**src/rtl/pipe_hazard_ctrl_pkg.sv**
```systemverilog
// -----------------------------------------------------------------------------
// pipe_hazard_ctrl_pkg
// Shared types for the pipeline hazard / debug controller:
//   state_e   - debug FSM state encoding (2-bit: RUN, HALT, STEP, TRAPPED)
//   action_e  - the single per-cycle action chosen by the priority mux
//   ctrl_t    - bundle of pipeline control outputs, plus its idle value
//   REG_ZERO  - register $0, which never carries a real dependency
// -----------------------------------------------------------------------------
package pipe_hazard_ctrl_pkg;

    typedef enum logic [1:0] {
        ST_RUN     = 2'd0,
        ST_HALT    = 2'd1,
        ST_STEP    = 2'd2,
        ST_TRAPPED = 2'd3
    } state_e;

    // Only one action drives the pipeline controls in any cycle.
    // Priority: ACT_FREEZE > ACT_FLUSH > ACT_LU.
    typedef enum logic [1:0] {
        ACT_NONE   = 2'd0,
        ACT_LU     = 2'd1,
        ACT_FLUSH  = 2'd2,
        ACT_FREEZE = 2'd3
    } action_e;

    // Pipeline control bundle. The clean_n bits are active-low: 1 keeps the
    // register contents, 0 clears that pipeline register to a NOP.
    typedef struct packed {
        logic pc_hold;
        logic ifid_hold;
        logic ifid_clean_n;
        logic idex_stall;
        logic idex_clean_n;
        logic freeze;
    } ctrl_t;

    localparam ctrl_t CTRL_IDLE = '{
        pc_hold:      1'b0,
        ifid_hold:    1'b0,
        ifid_clean_n: 1'b1,
        idex_stall:   1'b0,
        idex_clean_n: 1'b1,
        freeze:       1'b0
    };

    localparam logic [4:0] REG_ZERO = 5'd0;

    // HALT and TRAPPED are the two states in which the core is stopped.
    function automatic logic is_stopped(input state_e s);
        return (s == ST_HALT) || (s == ST_TRAPPED);
    endfunction

endpackage

```
**src/rtl/pipe_hazard_ctrl_if.sv**
```systemverilog
// -----------------------------------------------------------------------------
// pipe_hazard_ctrl_if
// Bundle between the 5-stage core datapath and the hazard / debug controller.
//   master : core side   - drives hazard, redirect, breakpoint and debug inputs
//   slave  : controller  - drives hold / clean / stall / freeze, status, counters
// Signals:
//   ifid_rs, ifid_rt, id_use_rt   ID-stage source operands
//   idex_memtoreg, idex_rt        load in EX and its destination register
//   ex_redirect, ex_trap          EX-stage control-flow events
//   if_pc, bp_en, bp_addr         fetch PC and hardware breakpoint
//   dbg_halt, dbg_step, dbg_run   debugger requests
//   pc_hold .. freeze             pipeline controls
//   halted, trapped               debug status
//   stall_cnt, flush_cnt          saturating performance counters
// -----------------------------------------------------------------------------
interface pipe_hazard_ctrl_if #(
    parameter int CNT_W = 16
);
    logic [4:0]       ifid_rs;
    logic [4:0]       ifid_rt;
    logic             id_use_rt;
    logic             idex_memtoreg;
    logic [4:0]       idex_rt;
    logic             ex_redirect;
    logic             ex_trap;
    logic [31:0]      if_pc;
    logic             bp_en;
    logic [31:0]      bp_addr;
    logic             dbg_halt;
    logic             dbg_step;
    logic             dbg_run;

    logic             pc_hold;
    logic             ifid_hold;
    logic             ifid_clean_n;
    logic             idex_stall;
    logic             idex_clean_n;
    logic             freeze;
    logic             halted;
    logic             trapped;
    logic [CNT_W-1:0] stall_cnt;
    logic [CNT_W-1:0] flush_cnt;

    modport master (
        output ifid_rs, ifid_rt, id_use_rt, idex_memtoreg, idex_rt,
               ex_redirect, ex_trap, if_pc, bp_en, bp_addr,
               dbg_halt, dbg_step, dbg_run,
        input  pc_hold, ifid_hold, ifid_clean_n, idex_stall, idex_clean_n,
               freeze, halted, trapped, stall_cnt, flush_cnt
    );

    modport slave (
        input  ifid_rs, ifid_rt, id_use_rt, idex_memtoreg, idex_rt,
               ex_redirect, ex_trap, if_pc, bp_en, bp_addr,
               dbg_halt, dbg_step, dbg_run,
        output pc_hold, ifid_hold, ifid_clean_n, idex_stall, idex_clean_n,
               freeze, halted, trapped, stall_cnt, flush_cnt
    );

endinterface

```
**src/rtl/pipe_hazard_ctrl_hazard_detect.sv**
```systemverilog
// -----------------------------------------------------------------------------
// pipe_hazard_ctrl_hazard_detect
// Combinational load-use hazard term. A load in EX whose destination is read
// by the instruction in ID cannot be forwarded in time, so ID must wait one
// cycle.
// Ports:
//   i_idex_memtoreg  EX instruction is a load
//   i_idex_rt        load destination register
//   i_ifid_rs        rs of the ID instruction (always read)
//   i_ifid_rt        rt of the ID instruction
//   i_id_use_rt      ID instruction actually reads rt
//   o_lu             load-use hazard present this cycle
// -----------------------------------------------------------------------------
module pipe_hazard_ctrl_hazard_detect
    import pipe_hazard_ctrl_pkg::*;
(
    input  logic       i_idex_memtoreg,
    input  logic [4:0] i_idex_rt,
    input  logic [4:0] i_ifid_rs,
    input  logic [4:0] i_ifid_rt,
    input  logic       i_id_use_rt,
    output logic       o_lu
);

    logic w_rs_match;
    logic w_rt_match;

    assign w_rs_match = (i_idex_rt == i_ifid_rs);
    // rt is only a real source for R-type, store and branch instructions;
    // for I-type ALU ops and loads it is a destination and must not stall.
    assign w_rt_match = i_id_use_rt && (i_idex_rt == i_ifid_rt);

    // A load into $0 is architecturally discarded and creates no dependency.
    assign o_lu = i_idex_memtoreg && (i_idex_rt != REG_ZERO) && (w_rs_match || w_rt_match);

endmodule

```
**src/rtl/pipe_hazard_ctrl.sv**
```systemverilog
// -----------------------------------------------------------------------------
// pipe_hazard_ctrl
// Central pipeline controller for the 5-stage MIPS core. Inserts load-use
// bubbles, flushes wrong-path instructions on EX redirects and traps, and runs
// the debug FSM (breakpoint, halt, single-step, resume, trap halt).
// Parameters:
//   CNT_W         width of the saturating stall / flush counters
//   START_HALTED  1: come out of reset in HALT instead of RUN
// Ports:
//   clk           core clock, all state updates on the rising edge
//   rst           asynchronous, active-high reset
//   bus           pipe_hazard_ctrl_if.slave - datapath inputs, controls,
//                 status and counters
// -----------------------------------------------------------------------------
module pipe_hazard_ctrl
    import pipe_hazard_ctrl_pkg::*;
#(
    parameter int CNT_W        = 16,
    parameter bit START_HALTED = 1'b0
)(
    input logic                clk,
    input logic                rst,
    pipe_hazard_ctrl_if.slave  bus
);

    localparam state_e           RESET_STATE = START_HALTED ? ST_HALT : ST_RUN;
    localparam logic [CNT_W-1:0] CNT_MAX     = '1;

    state_e           r_state;
    state_e           w_state_next;
    logic             r_bp_skip;
    logic [CNT_W-1:0] r_stall_cnt;
    logic [CNT_W-1:0] r_flush_cnt;

    logic             w_lu;
    logic             w_bp_hit;
    logic             w_freeze;
    logic             w_trap_go;
    action_e          w_action;
    ctrl_t            w_ctrl;

    pipe_hazard_ctrl_hazard_detect u_hazard_detect (
        .i_idex_memtoreg (bus.idex_memtoreg),
        .i_idex_rt       (bus.idex_rt),
        .i_ifid_rs       (bus.ifid_rs),
        .i_ifid_rt       (bus.ifid_rt),
        .i_id_use_rt     (bus.id_use_rt),
        .o_lu            (w_lu)
    );

    // A redirect in the same cycle means the fetched PC is wrong-path, so it
    // must not trigger the breakpoint. bp_skip masks the PC we just resumed at.
    assign w_bp_hit = (r_state == ST_RUN) && bus.bp_en && (bus.if_pc == bus.bp_addr)
                      && !r_bp_skip && !bus.ex_redirect;

    // -------------------------------------------------------------------------
    // Debug FSM: next state and freeze request.
    // A trap in an executing state beats halt requests and breakpoints: the
    // trap cycle flushes instead of freezing and the core parks in TRAPPED.
    // -------------------------------------------------------------------------
    always_comb begin
        // NOTE: every signal assigned in this block gets a default first, so no
        // path through the case can leave one unassigned and infer a latch.
        w_state_next = r_state;
        w_freeze     = 1'b0;
        w_trap_go    = 1'b0;
        unique case (r_state)
            ST_RUN: begin
                if (bus.ex_trap) begin
                    w_trap_go    = 1'b1;
                    w_state_next = ST_TRAPPED;
                end else if (w_bp_hit || bus.dbg_halt) begin
                    // Freeze in the hit cycle itself so the PC stays on bp_addr.
                    w_freeze     = 1'b1;
                    w_state_next = ST_HALT;
                end
            end
            ST_HALT: begin
                w_freeze = 1'b1;
                if (bus.dbg_halt)
                    w_state_next = ST_HALT;
                else if (bus.dbg_run)
                    w_state_next = ST_RUN;
                else if (bus.dbg_step)
                    w_state_next = ST_STEP;
            end
            ST_STEP: begin
                // One unfrozen cycle; hazard and redirect rules apply normally.
                if (bus.ex_trap) begin
                    w_trap_go    = 1'b1;
                    w_state_next = ST_TRAPPED;
                end else begin
                    w_state_next = ST_HALT;
                end
            end
            ST_TRAPPED: begin
                w_freeze = 1'b1;
                if (bus.dbg_run)
                    w_state_next = ST_RUN;
            end
            default: w_state_next = RESET_STATE;
        endcase
    end

    // -------------------------------------------------------------------------
    // Priority mux: freeze > flush (redirect or trap) > load-use bubble.
    // A trap together with a redirect still flushes both stages only once.
    // -------------------------------------------------------------------------
    always_comb begin
        w_ctrl   = CTRL_IDLE;
        w_action = ACT_NONE;
        if (w_freeze) begin
            w_action         = ACT_FREEZE;
            w_ctrl.pc_hold   = 1'b1;
            w_ctrl.ifid_hold = 1'b1;
            w_ctrl.freeze    = 1'b1;
        end else if (bus.ex_redirect || w_trap_go) begin
            w_action            = ACT_FLUSH;
            w_ctrl.ifid_clean_n = 1'b0;
            w_ctrl.idex_clean_n = 1'b0;
        end else if (w_lu) begin
            // Held for one cycle only: next cycle the load has moved to MEM
            // and its result can be forwarded.
            w_action          = ACT_LU;
            w_ctrl.pc_hold    = 1'b1;
            w_ctrl.ifid_hold  = 1'b1;
            w_ctrl.idex_stall = 1'b1;
        end
    end

    // -------------------------------------------------------------------------
    // State, breakpoint skip and saturating counters
    // -------------------------------------------------------------------------
    // NOTE: sequential state uses non-blocking assignments so every register
    // samples the pre-edge values, independent of statement order.
    always_ff @(posedge clk or posedge rst) begin
        if (rst) begin
            r_state     <= RESET_STATE;
            r_bp_skip   <= 1'b0;
            r_stall_cnt <= '0;
            r_flush_cnt <= '0;
        end else begin
            r_state <= w_state_next;

            // Leaving HALT/TRAPPED arms the skip; the first cycle that lets the
            // PC advance moves fetch past the breakpoint, so the skip drops.
            if (is_stopped(r_state) && (w_state_next != r_state))
                r_bp_skip <= 1'b1;
            else if (!w_ctrl.pc_hold)
                r_bp_skip <= 1'b0;

            if ((w_action == ACT_LU) && (r_stall_cnt != CNT_MAX))
                r_stall_cnt <= r_stall_cnt + 1'b1;

            if ((w_action == ACT_FLUSH) && (r_flush_cnt != CNT_MAX))
                r_flush_cnt <= r_flush_cnt + 1'b1;
        end
    end

    assign bus.pc_hold      = w_ctrl.pc_hold;
    assign bus.ifid_hold    = w_ctrl.ifid_hold;
    assign bus.ifid_clean_n = w_ctrl.ifid_clean_n;
    assign bus.idex_stall   = w_ctrl.idex_stall;
    assign bus.idex_clean_n = w_ctrl.idex_clean_n;
    assign bus.freeze       = w_ctrl.freeze;
    assign bus.halted       = is_stopped(r_state);
    assign bus.trapped      = (r_state == ST_TRAPPED);
    assign bus.stall_cnt    = r_stall_cnt;
    assign bus.flush_cnt    = r_flush_cnt;

endmodule
```
**src/flat_wrapper.sv**
```systemverilog
// flat-port wrapper written by rule: the top's interface ports become plain ports
module pipe_hazard_ctrl_flat import pipe_hazard_ctrl_pkg::*;
#(
    parameter int CNT_W        = 16,
    parameter bit START_HALTED = 1'b0
)
  (clk, rst, bus_ifid_rs, bus_ifid_rt, bus_id_use_rt, bus_idex_memtoreg, bus_idex_rt, bus_ex_redirect, bus_ex_trap, bus_if_pc, bus_bp_en, bus_bp_addr, bus_dbg_halt, bus_dbg_step, bus_dbg_run, bus_pc_hold, bus_ifid_hold, bus_ifid_clean_n, bus_idex_stall, bus_idex_clean_n, bus_freeze, bus_halted, bus_trapped, bus_stall_cnt, bus_flush_cnt);
  pipe_hazard_ctrl_if #(.CNT_W(CNT_W)) bus_i ();
  input logic clk;
  input logic rst;
  input wire logic [$bits(bus_i.ifid_rs)-1:0] bus_ifid_rs;
  input wire logic [$bits(bus_i.ifid_rt)-1:0] bus_ifid_rt;
  input wire logic [$bits(bus_i.id_use_rt)-1:0] bus_id_use_rt;
  input wire logic [$bits(bus_i.idex_memtoreg)-1:0] bus_idex_memtoreg;
  input wire logic [$bits(bus_i.idex_rt)-1:0] bus_idex_rt;
  input wire logic [$bits(bus_i.ex_redirect)-1:0] bus_ex_redirect;
  input wire logic [$bits(bus_i.ex_trap)-1:0] bus_ex_trap;
  input wire logic [$bits(bus_i.if_pc)-1:0] bus_if_pc;
  input wire logic [$bits(bus_i.bp_en)-1:0] bus_bp_en;
  input wire logic [$bits(bus_i.bp_addr)-1:0] bus_bp_addr;
  input wire logic [$bits(bus_i.dbg_halt)-1:0] bus_dbg_halt;
  input wire logic [$bits(bus_i.dbg_step)-1:0] bus_dbg_step;
  input wire logic [$bits(bus_i.dbg_run)-1:0] bus_dbg_run;
  output wire logic [$bits(bus_i.pc_hold)-1:0] bus_pc_hold;
  output wire logic [$bits(bus_i.ifid_hold)-1:0] bus_ifid_hold;
  output wire logic [$bits(bus_i.ifid_clean_n)-1:0] bus_ifid_clean_n;
  output wire logic [$bits(bus_i.idex_stall)-1:0] bus_idex_stall;
  output wire logic [$bits(bus_i.idex_clean_n)-1:0] bus_idex_clean_n;
  output wire logic [$bits(bus_i.freeze)-1:0] bus_freeze;
  output wire logic [$bits(bus_i.halted)-1:0] bus_halted;
  output wire logic [$bits(bus_i.trapped)-1:0] bus_trapped;
  output wire logic [$bits(bus_i.stall_cnt)-1:0] bus_stall_cnt;
  output wire logic [$bits(bus_i.flush_cnt)-1:0] bus_flush_cnt;
  assign bus_i.ifid_rs = bus_ifid_rs;
  assign bus_i.ifid_rt = bus_ifid_rt;
  assign bus_i.id_use_rt = bus_id_use_rt;
  assign bus_i.idex_memtoreg = bus_idex_memtoreg;
  assign bus_i.idex_rt = bus_idex_rt;
  assign bus_i.ex_redirect = bus_ex_redirect;
  assign bus_i.ex_trap = bus_ex_trap;
  assign bus_i.if_pc = bus_if_pc;
  assign bus_i.bp_en = bus_bp_en;
  assign bus_i.bp_addr = bus_bp_addr;
  assign bus_i.dbg_halt = bus_dbg_halt;
  assign bus_i.dbg_step = bus_dbg_step;
  assign bus_i.dbg_run = bus_dbg_run;
  assign bus_pc_hold = bus_i.pc_hold;
  assign bus_ifid_hold = bus_i.ifid_hold;
  assign bus_ifid_clean_n = bus_i.ifid_clean_n;
  assign bus_idex_stall = bus_i.idex_stall;
  assign bus_idex_clean_n = bus_i.idex_clean_n;
  assign bus_freeze = bus_i.freeze;
  assign bus_halted = bus_i.halted;
  assign bus_trapped = bus_i.trapped;
  assign bus_stall_cnt = bus_i.stall_cnt;
  assign bus_flush_cnt = bus_i.flush_cnt;
  pipe_hazard_ctrl #(.CNT_W(CNT_W), .START_HALTED(START_HALTED)) u_core (.clk(clk), .rst(rst), .bus(bus_i));
endmodule
```
**config.mk**
```make
export PLATFORM = sky130hd
export DESIGN_NAME = pipe_hazard_ctrl_flat
export DESIGN_NICKNAME = d
export VERILOG_FILES = /design/src/rtl/pipe_hazard_ctrl_pkg.sv /design/src/rtl/pipe_hazard_ctrl_if.sv /design/src/rtl/pipe_hazard_ctrl_hazard_detect.sv /design/src/rtl/pipe_hazard_ctrl.sv /design/src/flat_wrapper.sv
export SDC_FILE = /design/constraint.sdc
export NUM_CORES = 1
export LEC_CHECK = 0
export BUFFER_PORTS_ARGS = -buffer_cell sky130_fd_sc_hd__buf_2
export CORE_MARGIN = 2
export CORE_UTILIZATION = 30
export DETAILED_ROUTE_END_ITERATION = 10
export HOLD_SLACK_MARGIN = 0.02
export RECOVER_POWER = 50
export SLEW_MARGIN = 10
export SYNTH_ARGS = -nofsm -noshare
export SYNTH_HDL_FRONTEND = slang
export SYNTH_SLANG_ARGS = --single-unit
```
**constraint.sdc**
```tcl
create_clock -name clk -period 2.91 [get_ports clk]
set_input_delay 0.291 -clock clk [delete_from_list [all_inputs] [get_ports clk]]
set_output_delay 0.291 -clock clk [all_outputs]
set_load 0.1 [all_outputs]
```
## Yosys cells after proc, flatten, opt, wreduce, memory -nomap -nowiden

Cells that the tools add are included.

| cells by class | value |
|---|---|
| add/sub/neg operators | 2 |
| multipliers | 0 |
| div/mod/pow operators | 0 |
| $lt $le $gt $ge | 0 |
| equal/unequal tests | 12 |
| shifts and indexed selects | 0 |
| muxes and demuxes | 26 |
| bitwise logic cells | 0 |
| reduce and logical (&&, ||, !) cells | 20 |

Operators with widths:

| kind | number |
|---|---|
| 16-bit by 1-bit adder with 16-bit output, second input constant | 2 |
| 32-bit equality test | 1 |
| 16-bit inequality test, second input constant | 2 |
| 2-bit 2-to-1 mux | 12 |
| 1-bit 2-to-1 mux | 11 |
| 5-bit equality test | 2 |
| 1-bit logical AND | 10 |
| 2-bit one-hot mux with 4 select lines | 1 |
| 2-bit equality test, second input constant | 3 |
| 5-bit nonzero test | 1 |
| 2-bit by 1-bit equality test with 1-bit output, second input constant | 2 |
| 1-bit logical OR | 4 |
| 2-bit OR reduction | 2 |
| 3-bit 2-to-1 mux | 1 |
| 1-bit zero test | 2 |
| 2-bit zero test | 1 |
| 2-bit by 1-bit inequality test with 1-bit output, second input constant | 1 |
| 2-bit inequality test | 1 |
| 1-bit one-hot mux with 2 select lines | 1 |

| word-level totals | value |
|---|---|
| bits in registers | 35 |
| latch bits | 0 |
| memory bits (writable) | 0 |
| memory bits (read-only) | 0 |
| bits of input ports | 89 |
| output and inout bits | 40 |
| word-level logic and storage cells | 64 |
| memories kept | 0 |

## Depth between registers and ports, before layout

Gate-level depths: netlist of the first run.

| logic depth | value |
|---|---|
| depth in word-level cells | 12 |
| depth in mapped cells | 8 |
| depth with buffers taken out | 6 |

## Modules after synthesis

Synthesis of the first run repeated with hierarchy kept, for this count alone.

| unflattened totals | value |
|---|---|
| cells, all modules | 243 |
| area total of the unflattened synthesis | 2283.4 um2 |

Modules (own cells, without submodules):

| module | instances | cells each | area an instance (um2) | seq. area each (um2) |
|---|---|---|---|---|
| pipe_hazard_ctrl | 1 | 226 | 2150.8 | 875.8 |
| pipe_hazard_ctrl_hazard_detect | 1 | 17 | 132.6 | 0.0 |

## Worst setup path after synthesis of the first run

Ideal clock, no wire load.

| path | value |
|---|---|
| path kind | reg-to-output |
| from | reg u_core.r_state[0] |
| to | out bus_idex_stall |
| data arrival time | 3198 ps |
| path slack | -579 ps |
| cell stages (with the launch flop) | 9 |
| buffers on the path | 2 |
| path through | dfrtp_1 clkbuf_1 nor2_1 nand3_1 nor3_1 nand4_2 buf_2 nand2_1 nor2_1 |

| between the ends | value |
|---|---|
| word-level cells in the longest chain between the ends | 10 |
| elaborated cells between the ends (all ways) | 18 |
| those cells by class | eq/ne (3); mux (6); reduce/logical (9) |

Ends and longest elaborated chain:

| item | RTL line | source |
|---|---|---|
| start, declared | pipe_hazard_ctrl.sv:29 | `state_e r_state;` |
| start signal, assigned | pipe_hazard_ctrl.sv:143 | `r_state <= w_state_next;` |
| 2-bit zero test | pipe_hazard_ctrl.sv:53, pipe_hazard_ctrl.sv:67 |  |
| 1-bit logical AND (2 in a row) | pipe_hazard_ctrl.sv:53 | `assign w_bp_hit = (r_state == ST_RUN) && bus.bp_en && (bus.if_pc == bus.bp_addr)` |
| 1-bit logical AND (2 in a row) | pipe_hazard_ctrl.sv:54 | `&& !r_bp_skip && !bus.ex_redirect;` |
| 1-bit logical OR | pipe_hazard_ctrl.sv:72 | `end else if (w_bp_hit \|\| bus.dbg_halt) begin` |
| 1-bit 2-to-1 mux | pipe_hazard_ctrl.sv:72 |  |
| 1-bit 2-to-1 mux | pipe_hazard_ctrl.sv:69 | `if (bus.ex_trap) begin` |
| 1-bit one-hot mux with 2 select lines | pipe_hazard_ctrl.sv:67 | `unique case (r_state)` |
| 3-bit 2-to-1 mux (*) | pipe_hazard_ctrl.sv:112 | `if (w_freeze) begin` |
| end, declared | flat_wrapper.sv:27 | `output wire logic [$bits(bus_i.idex_stall)-1:0] bus_idex_stall;` |

Mark *: on every way between the ends. The rest lies on a longest branch, timed or not.

## Final worst setup path of the first run

| path | value |
|---|---|
| from | in bus_idex_rt[3] |
| to | out bus_ifid_hold |

| between the ends | value |
|---|---|
| word-level cells in the longest chain between the ends | 7 |
| elaborated cells between the ends (all ways) | 10 |
| those cells by class | eq/ne (2); mux (3); reduce/logical (5) |

Ends and longest elaborated chain:

| item | RTL line | source |
|---|---|---|
| start, declared | flat_wrapper.sv:15 | `input wire logic [$bits(bus_i.idex_rt)-1:0] bus_idex_rt;` |
| 5-bit equality test | pipe_hazard_ctrl_hazard_detect.sv:31 | `assign w_rt_match = i_id_use_rt && (i_idex_rt == i_ifid_rt);` |
| 1-bit logical AND | pipe_hazard_ctrl_hazard_detect.sv:31 |  |
| 1-bit logical OR | pipe_hazard_ctrl_hazard_detect.sv:34 | `assign o_lu = i_idex_memtoreg && (i_idex_rt != REG_ZERO) && (w_rs_match \|\| w_rt_match);` |
| 1-bit logical AND (*) | pipe_hazard_ctrl_hazard_detect.sv:34 |  |
| 2-bit 2-to-1 mux (*) | pipe_hazard_ctrl.sv:121 | `end else if (w_lu) begin` |
| 2-bit 2-to-1 mux (*) | pipe_hazard_ctrl.sv:117 | `end else if (bus.ex_redirect \|\| w_trap_go) begin` |
| 2-bit 2-to-1 mux (*) | pipe_hazard_ctrl.sv:112 |  |
| end, declared | flat_wrapper.sv:25 | `output wire logic [$bits(bus_i.ifid_hold)-1:0] bus_ifid_hold;` |

Marks and branches as above.

==> reports/metrics.csv, run 1 <==
metric;value;unit
viasPerCell;4.68;
floorplan.die.width;91.4;um
placed_wire_length_estimate_after_detailed_placement;4.86;mm
worst_hold_slack;0.0933;ns
r2r_slack;0.94;ns
worst_path_max_delay_cell;buf_2;
max_cap_check_violation_count;0;
number_of_library_cell_types_mapped_by_synthesis;40;
share_of_flip_flops_with_an_asynchronous_set_or_reset_after_synthesis;1.00;
drv_slew;0;
netlist_instances;231;
drt.antenna.violating_nets;0;
timing.critical_path.mode_cell;buf_2;
grt_pass1_vias;2100;
cts_max_level;2;
die-area;8350;sq um
syn-cell-area;2290;sq um
finalSetupViolCount;0;
floorplan.die.height;91.4;um
clock-sinks;35;
drc_violation_count_after_routing;0;
fin_worst_skew;0.00459;ns
cts_hold_buffers;0;
post_synth.cell_area_avg;9.92;sq um
core;7330;sq um
path_type_of_the_worst_setup_path;input port to primary output;
routabilityCongestion;0.767;
number_of_i_o_port_buffers;128;
drt_pass1_iterations;4;
power;2.18;mW
grtUsageTotal;0.145;
grt_pass1_wl;9.71;mm
maximum_achievable_frequency;410;MHz
finalCritPeriodShare;0.838;
layout.cells.most_common;buf_2;
cell_types_occupying_the_most_area_after_synthesis;dfrtp_1, xnor2_1, nand4_1;
clkSlewWorstSetupHoldPaths;0.08;ns
cp_data_required_time;2.62;ns
grt_setup_unrepaired;false;
hold_viol;0;
initial_utilization;0.313;
dominantRegCellSynth;dfrtp_1;
worst_slew_pin_slew;1.18;ns
cp_num_buf_inv;2;
reg2reg_depth;7;
ys_seq_elements;35;
clk_root_buffer_cell;clkbuf_8;
power.density_cell_area;704;nW/um^2
synth_sequential_area_ratio;0.382;
num-nets-final;452;
peak_fanout_along_the_critical_path;3;
stdcell_area;3090;sq um
post_cts_buffers;0;
type_of_destination_of_the_critical_path;primary output;
most-common-layout-cells;buf_2, xnor2_1, dfrtp_1;
placement_rows;31;
cts-resized-gates;0;
gr-total-overflow;0;
worst_hold_path_type;input port to asynchronous set/reset pin;
critical-path-max-stage-delay;0.45;ns
synth_fp_nets;322;
cts_buffer_count;5;
run_status;finished clean;
yosysTopAreaCellShare;0.382;
timing.rr.start;u_core.r_state[0]$_DFF_PP0_;
area_leader_netlist;dfrtp_1;
ys.warnings.count;0;
cts-root-to-sink-buffers;2;
cts_tree;yes;
largest_net_degree_at_the_start_of_global_routing;19;
synth_enable_flop_cells;0;
antennaDiodeCount;0;
timing.critical_path.cells;buf_2, xor2_1, nor4_1, a32oi_1, or2b_1, nand3_1, buf_2;
fin_tns_setup;0;ns
wl_per_cell;12.9;um
number_of_antenna_violations_at_the_first_check_in_global_routing;0;
path_delay_family;simple AND/OR/NAND/NOR gates;
total_leakage_power;1.40;nW
critical_path.reg2reg.endpoint;u_core.bus.stall_cnt[1]$_DFFE_PP0P_;
worstSkewPairLatency;0.28;ns
top_level_i_o_count;129;
vias;2158;
route.final.wire_length;5.93;mm
post-route-util;0.422;
slew-limit-headroom;0.219;
worst_setup_path_start_kind;input port;
post_route_cells_drive_above_1_share;0.362;
peakVddDrop;0.595;mV
synth_to_layout_area_growth;35.1;%
critPathArrivalTime;2.15;ns
post_layout_minimum_cycle_time;2.44;ns
drtIter0Drc;39;
placed_area;3030;sq um
layer usage:
| metal | GRT usage | vias to the layer above | part of all wire |
|---|---|---|---|
| met5 | 0 | - | 0 |
| met4 | 0.0455 | 0 | 0.019 |
| met3 | 0.0407 | 10 | 0.081 |
| met2 | 0.243 | 95 | 0.47 |
| met1 | 0.179 | 984 | 0.43 |
| li1 | - | 1069 | - |
worst max-delay path by stage:
| stage | startpoint | end | slack, ns | depth (start not counted) |
|---|---|---|---|---|
| floorplan | bus_idex_rt[1] | bus_pc_hold | 0.02 | 5 |
| global placement | bus_idex_rt[3] | bus_ifid_hold | 0.52 | 7 |
| detailed placement | bus_idex_rt[3] | bus_pc_hold | 0.44 | 7 |
| CTS | bus_idex_rt[3] | bus_pc_hold | 0.43 | 7 |
| global route | bus_idex_rt[3] | bus_pc_hold | 0.34 | 7 |
| finish | bus_idex_rt[3] | bus_ifid_hold | 0.47 | 7 |
metrics by stage:
step / instances / worst slack, ns
floorplan: 231 / 0.0213
global placement: 453 / 0.520
detailed placement: 453 / 0.438
CTS: 461 / 0.425
global route: 461 / 0.335
finish: 461 / 0.471
area by class of cell:
cell class	instances	area, sq um
Sequential cell	35	876
Fill cell	766	4240
Inverter	4	15.0
Timing Repair Buffer	132	643
Clock buffer	5	68.8
Multi-Input combinational cell	183	1350
Clock inverter	3	20.0
Tap cell	99	124
where the power goes:
group          total [mW]  internal [mW]  switching, mW
Combinational        1.17          0.243          0.925
Clock               0.350          0.166          0.183
Sequential          0.659          0.558          0.101
flip-flops by register name, summed over array words and instances (netlist names):
name and count:
u_core.bus.flush_cnt 16, u_core.bus.stall_cnt 16, u_core.r_bp_skip 1, u_core.r_state 2
logic make-up (layout without fill, tap and decap cells):
logic type | Yosys count | in the layout | synth area share
AO/OA/AOI/OAI | 11 | 11 | 0.0355
adder cells (fa/ha/maj) | 2 | 2 | 0.0109
buffers and inverters | 13 | 144 | 0.0328
multiplexers | 2 | 2 | 0.00983
AND/OR/NAND/NOR | 96 | 96 | 0.253
flip-flops | 35 | 35 | 0.382
XOR/XNOR | 72 | 72 | 0.275
synthesized netlist by cell type, types with 3 or more instances:
cell type,instances
nand2b_1,3
inv_1,4
dfrtp_1,35
a21oi_1,3
nor2_1,10
nand3_1,21
buf_2,3
nand2_1,12
and4_1,4
xor2_1,12
nor3_1,4
and3_1,8
nand4_1,18
xnor2_1,60
Power figures use the tool's default switching activity.
==> run 2, diff against run 1 <==
==> constraint.sdc (replaced) <==
create_clock -name clk -period 2.3 [get_ports clk]
set_input_delay 0.23 -clock clk [delete_from_list [all_inputs] [get_ports clk]]
set_output_delay 0.23 -clock clk [all_outputs]
set_load 0.1 [all_outputs]
==> run 2 against run 1 <==
Effect of this change:
- via count decreased by 0.79%
- clock skew increased by 0.0020 ns
- total power increased by 32%
- critical path type unchanged
- critical endpoint is now bus_pc_hold
==> reports/metrics.csv, run 2 (synthesized netlist as in run 1, its figures left out) <==
metric;value;unit;change
run_status;finished clean;;unchanged
number_of_i_o_port_buffers;128;;unchanged
cts-root-to-sink-buffers;2;;unchanged
fin_worst_skew;0.00659;ns;was 0.00459 ns
finalCritPeriodShare;0.918;;
post_route_cells_drive_above_1_share;0.409;;was 0.362
worstSkewPairLatency;0.28;ns;about the same
peakVddDrop;0.323;mV;was 0.595 mV
reg2reg_depth;6;;was 7
placed_wire_length_estimate_after_detailed_placement;4.68;mm;was 4.86 mm
critical_path.reg2reg.endpoint;u_core.bus.flush_cnt[15]$_DFFE_PP0P_;;was u_core.bus.stall_cnt[1]$_DFFE_PP0P_
combinationalPowerShare;0.548;;was 0.537
cts-resized-gates;0;;unchanged
drt.antenna.violating_nets;0;;unchanged
route.final.wire_length;5.85;mm;was 5.93 mm
gr-total-overflow;0;;unchanged
worst_slew_pin_slew;1.19;ns;was 1.18 ns
synth_to_layout_area_growth;39.0;%;was 35.1%
die-area;8350;sq um;unchanged
largest_net_degree_at_the_start_of_global_routing;36;;was 19
wl_per_cell;12.7;um;was 12.9 um
r2r_slack;0.42;ns;was 0.94 ns
layout.cells.most_common;buf_2;;unchanged
net-switching-power;1.53;mW;was 1.21 mW
clock-sinks;35;;unchanged
num-nets-final;452;;unchanged
power.clock.fraction;0.162;;was 0.161
drv_slew;0;;unchanged
grt_pass1_wl;9.47;mm;was 9.71 mm
capturing_instance_or_port_of_the_critical_path;bus_pc_hold;;was bus_ifid_hold
max_cap_check_violation_count;0;;unchanged
vias;2141;;was 2158
hold_viol;0;;unchanged
slew-limit-headroom;0.208;;was 0.219
drc_violation_count_after_routing;0;;unchanged
cts_buffer_count;5;;unchanged
num-fill-cells;745;;was 766
cts_hold_buffers;0;;unchanged
timing.critical_path.from;bus_idex_rt[3];;unchanged
most-common-layout-cells;buf_2, xnor2_1, nand3_1, clkbuf_1, dfrtp_1;;was buf_2, xnor2_1, dfrtp_1
cp_data_required_time;2.07;ns;was 2.62 ns
cts_tree;yes;;unchanged
routabilityCongestion;0.749;;was 0.767
viasPerCell;4.64;;was 4.68
finalSetupViolCount;0;;unchanged
core;7330;sq um;unchanged
maximum_achievable_frequency;474;MHz;
placement_rows;31;;unchanged
path_type_of_the_worst_setup_path;input port to primary output;;unchanged
drtIter0Drc;103;;was 39
cts_max_level;2;;unchanged
peak_fanout_along_the_critical_path;3;;unchanged
worst_hold_slack;0.200;ns;was 0.0933 ns
power_frac_seq;0.290;;was 0.303
total_leakage_power;1.41;nW;was 1.40 nW
power.density_cell_area;900;nW/um^2;was 704 nW/um^2
worst_setup_path_start_kind;input port;;unchanged
antennaDiodeCount;0;;unchanged
post_layout_minimum_cycle_time;2.11;ns;
critPathArrivalTime;1.88;ns;was 2.15 ns
floorplan.die.height;91.4;um;unchanged
clk_root_buffer_cell;clkbuf_8;;unchanged
timing.rr.start;u_core.bus.flush_cnt[10]$_DFFE_PP0P_;;was u_core.r_state[0]$_DFF_PP0_
grt_setup_unrepaired;false;;unchanged
top_level_i_o_count;129;;unchanged
grtUsageTotal;0.140;;was 0.145
type_of_destination_of_the_critical_path;primary output;;unchanged
initial_utilization;0.313;;unchanged
floorplan.die.width;91.4;um;unchanged
drt_pass1_iterations;5;;was 4
power.switching_fraction;0.532;;was 0.556
cell_internal_pwr;1.34;mW;was 0.967 mW
worst_hold_path_type;input port to asynchronous set/reset pin;;unchanged
post-route-util;0.434;;was 0.422
post_cts_buffers;0;;unchanged
grt_pass1_vias;2069;;was 2100
clkSlewWorstSetupHoldPaths;0.07;ns;was 0.08 ns
number_of_antenna_violations_at_the_first_check_in_global_routing;0;;unchanged
==> run 2: cell types whose count changed in the layout (fill, tap and decap cells not counted) <==
cell | previous run | this run
buf_12 | 0 | 4
buf_2 | 109 | 105
nand3_1 | 21 | 20
dfrtp_2 | 0 | 15
nand3_2 | 0 | 1
nand2_2 | 0 | 1
dfrtp_1 | 35 | 20
clkinvlp_4 | 2 | 0
clkbuf_2 | 0 | 1
clkbuf_8 | 5 | 6
nand2_1 | 12 | 11
==> run 2: worst max-delay path, stage by stage <==
cell     delay (ns)
buf_2          0.12
xor2_1         0.16
nor4_1         0.44
a32oi_1        0.25
or2b_1         0.33
nand3_2        0.16
buf_12         0.20
==> run 2: through the flow <==
| stage | instance area [sq um] | setup WS (ns) | cells | TNS (ns) | power (mW) |
|---|---|---|---|---|---|
| after floorplan | 2320 | -0.0697 | 231 | -0.118 | 2.06 |
| after global placement | 3120 | 0.245 | 453 | 0 | 2.42 |
| after detailed placement | 3120 | 0.184 | 453 | 0 | 2.43 |
| after CTS | 3210 | 0.180 | 461 | 0 | 2.91 |
| after global routing | 3180 | 0.0426 | 461 | 0 | 3.00 |
| final | 3180 | 0.190 | 461 | 0 | 2.87 |
==> run 2: final cells by class <==
class | instances | area (sq um) | area share
Multi-Input combinational cell | 183 | 1360 | 0.426
Sequential cell | 35 | 895 | 0.281
Timing Repair Buffer | 132 | 704 | 0.221
Tap cell | 99 | 124 | 0.0389
Clock buffer | 7 | 86.3 | 0.0271
Inverter | 4 | 15.0 | 0.00472
Clock inverter | 1 | 5.00 | 0.00157
==> run 2: worst min-delay path by stage <==
stage	endpoint	slack [ns]	cells after the start
6_report	u_core.bus.flush_cnt[7]$_DFFE_PP0P_	0.20	3
2_1_floorplan	u_core.r_state[1]$_DFF_PP0_	0.37	2
4_1_cts	u_core.bus.flush_cnt[7]$_DFFE_PP0P_	0.06	3
5_1_grt	u_core.r_state[1]$_DFF_PP0_	0.30	3
3_5_place_dp	u_core.bus.stall_cnt[15]$_DFFE_PP0P_	0.37	3
3_3_place_gp	u_core.bus.stall_cnt[15]$_DFFE_PP0P_	0.37	3
==> run 2: metal layers <==
layer	track usage	share of wire
met1	0.164	0.42
met2	0.248	0.50
met3	0.0390	0.073
met4	0.0429	0.011
met5	0	0
==> run 2: power groups by stage <==
stage	sequential, mW	combinational (mW)	clock, mW
floorplan	1.27	0.795	0
global placement	0.842	1.58	0
detailed placement	0.843	1.59	0
CTS	0.831	1.59	0.480
global route	0.850	1.64	0.505
finish	0.832	1.57	0.464
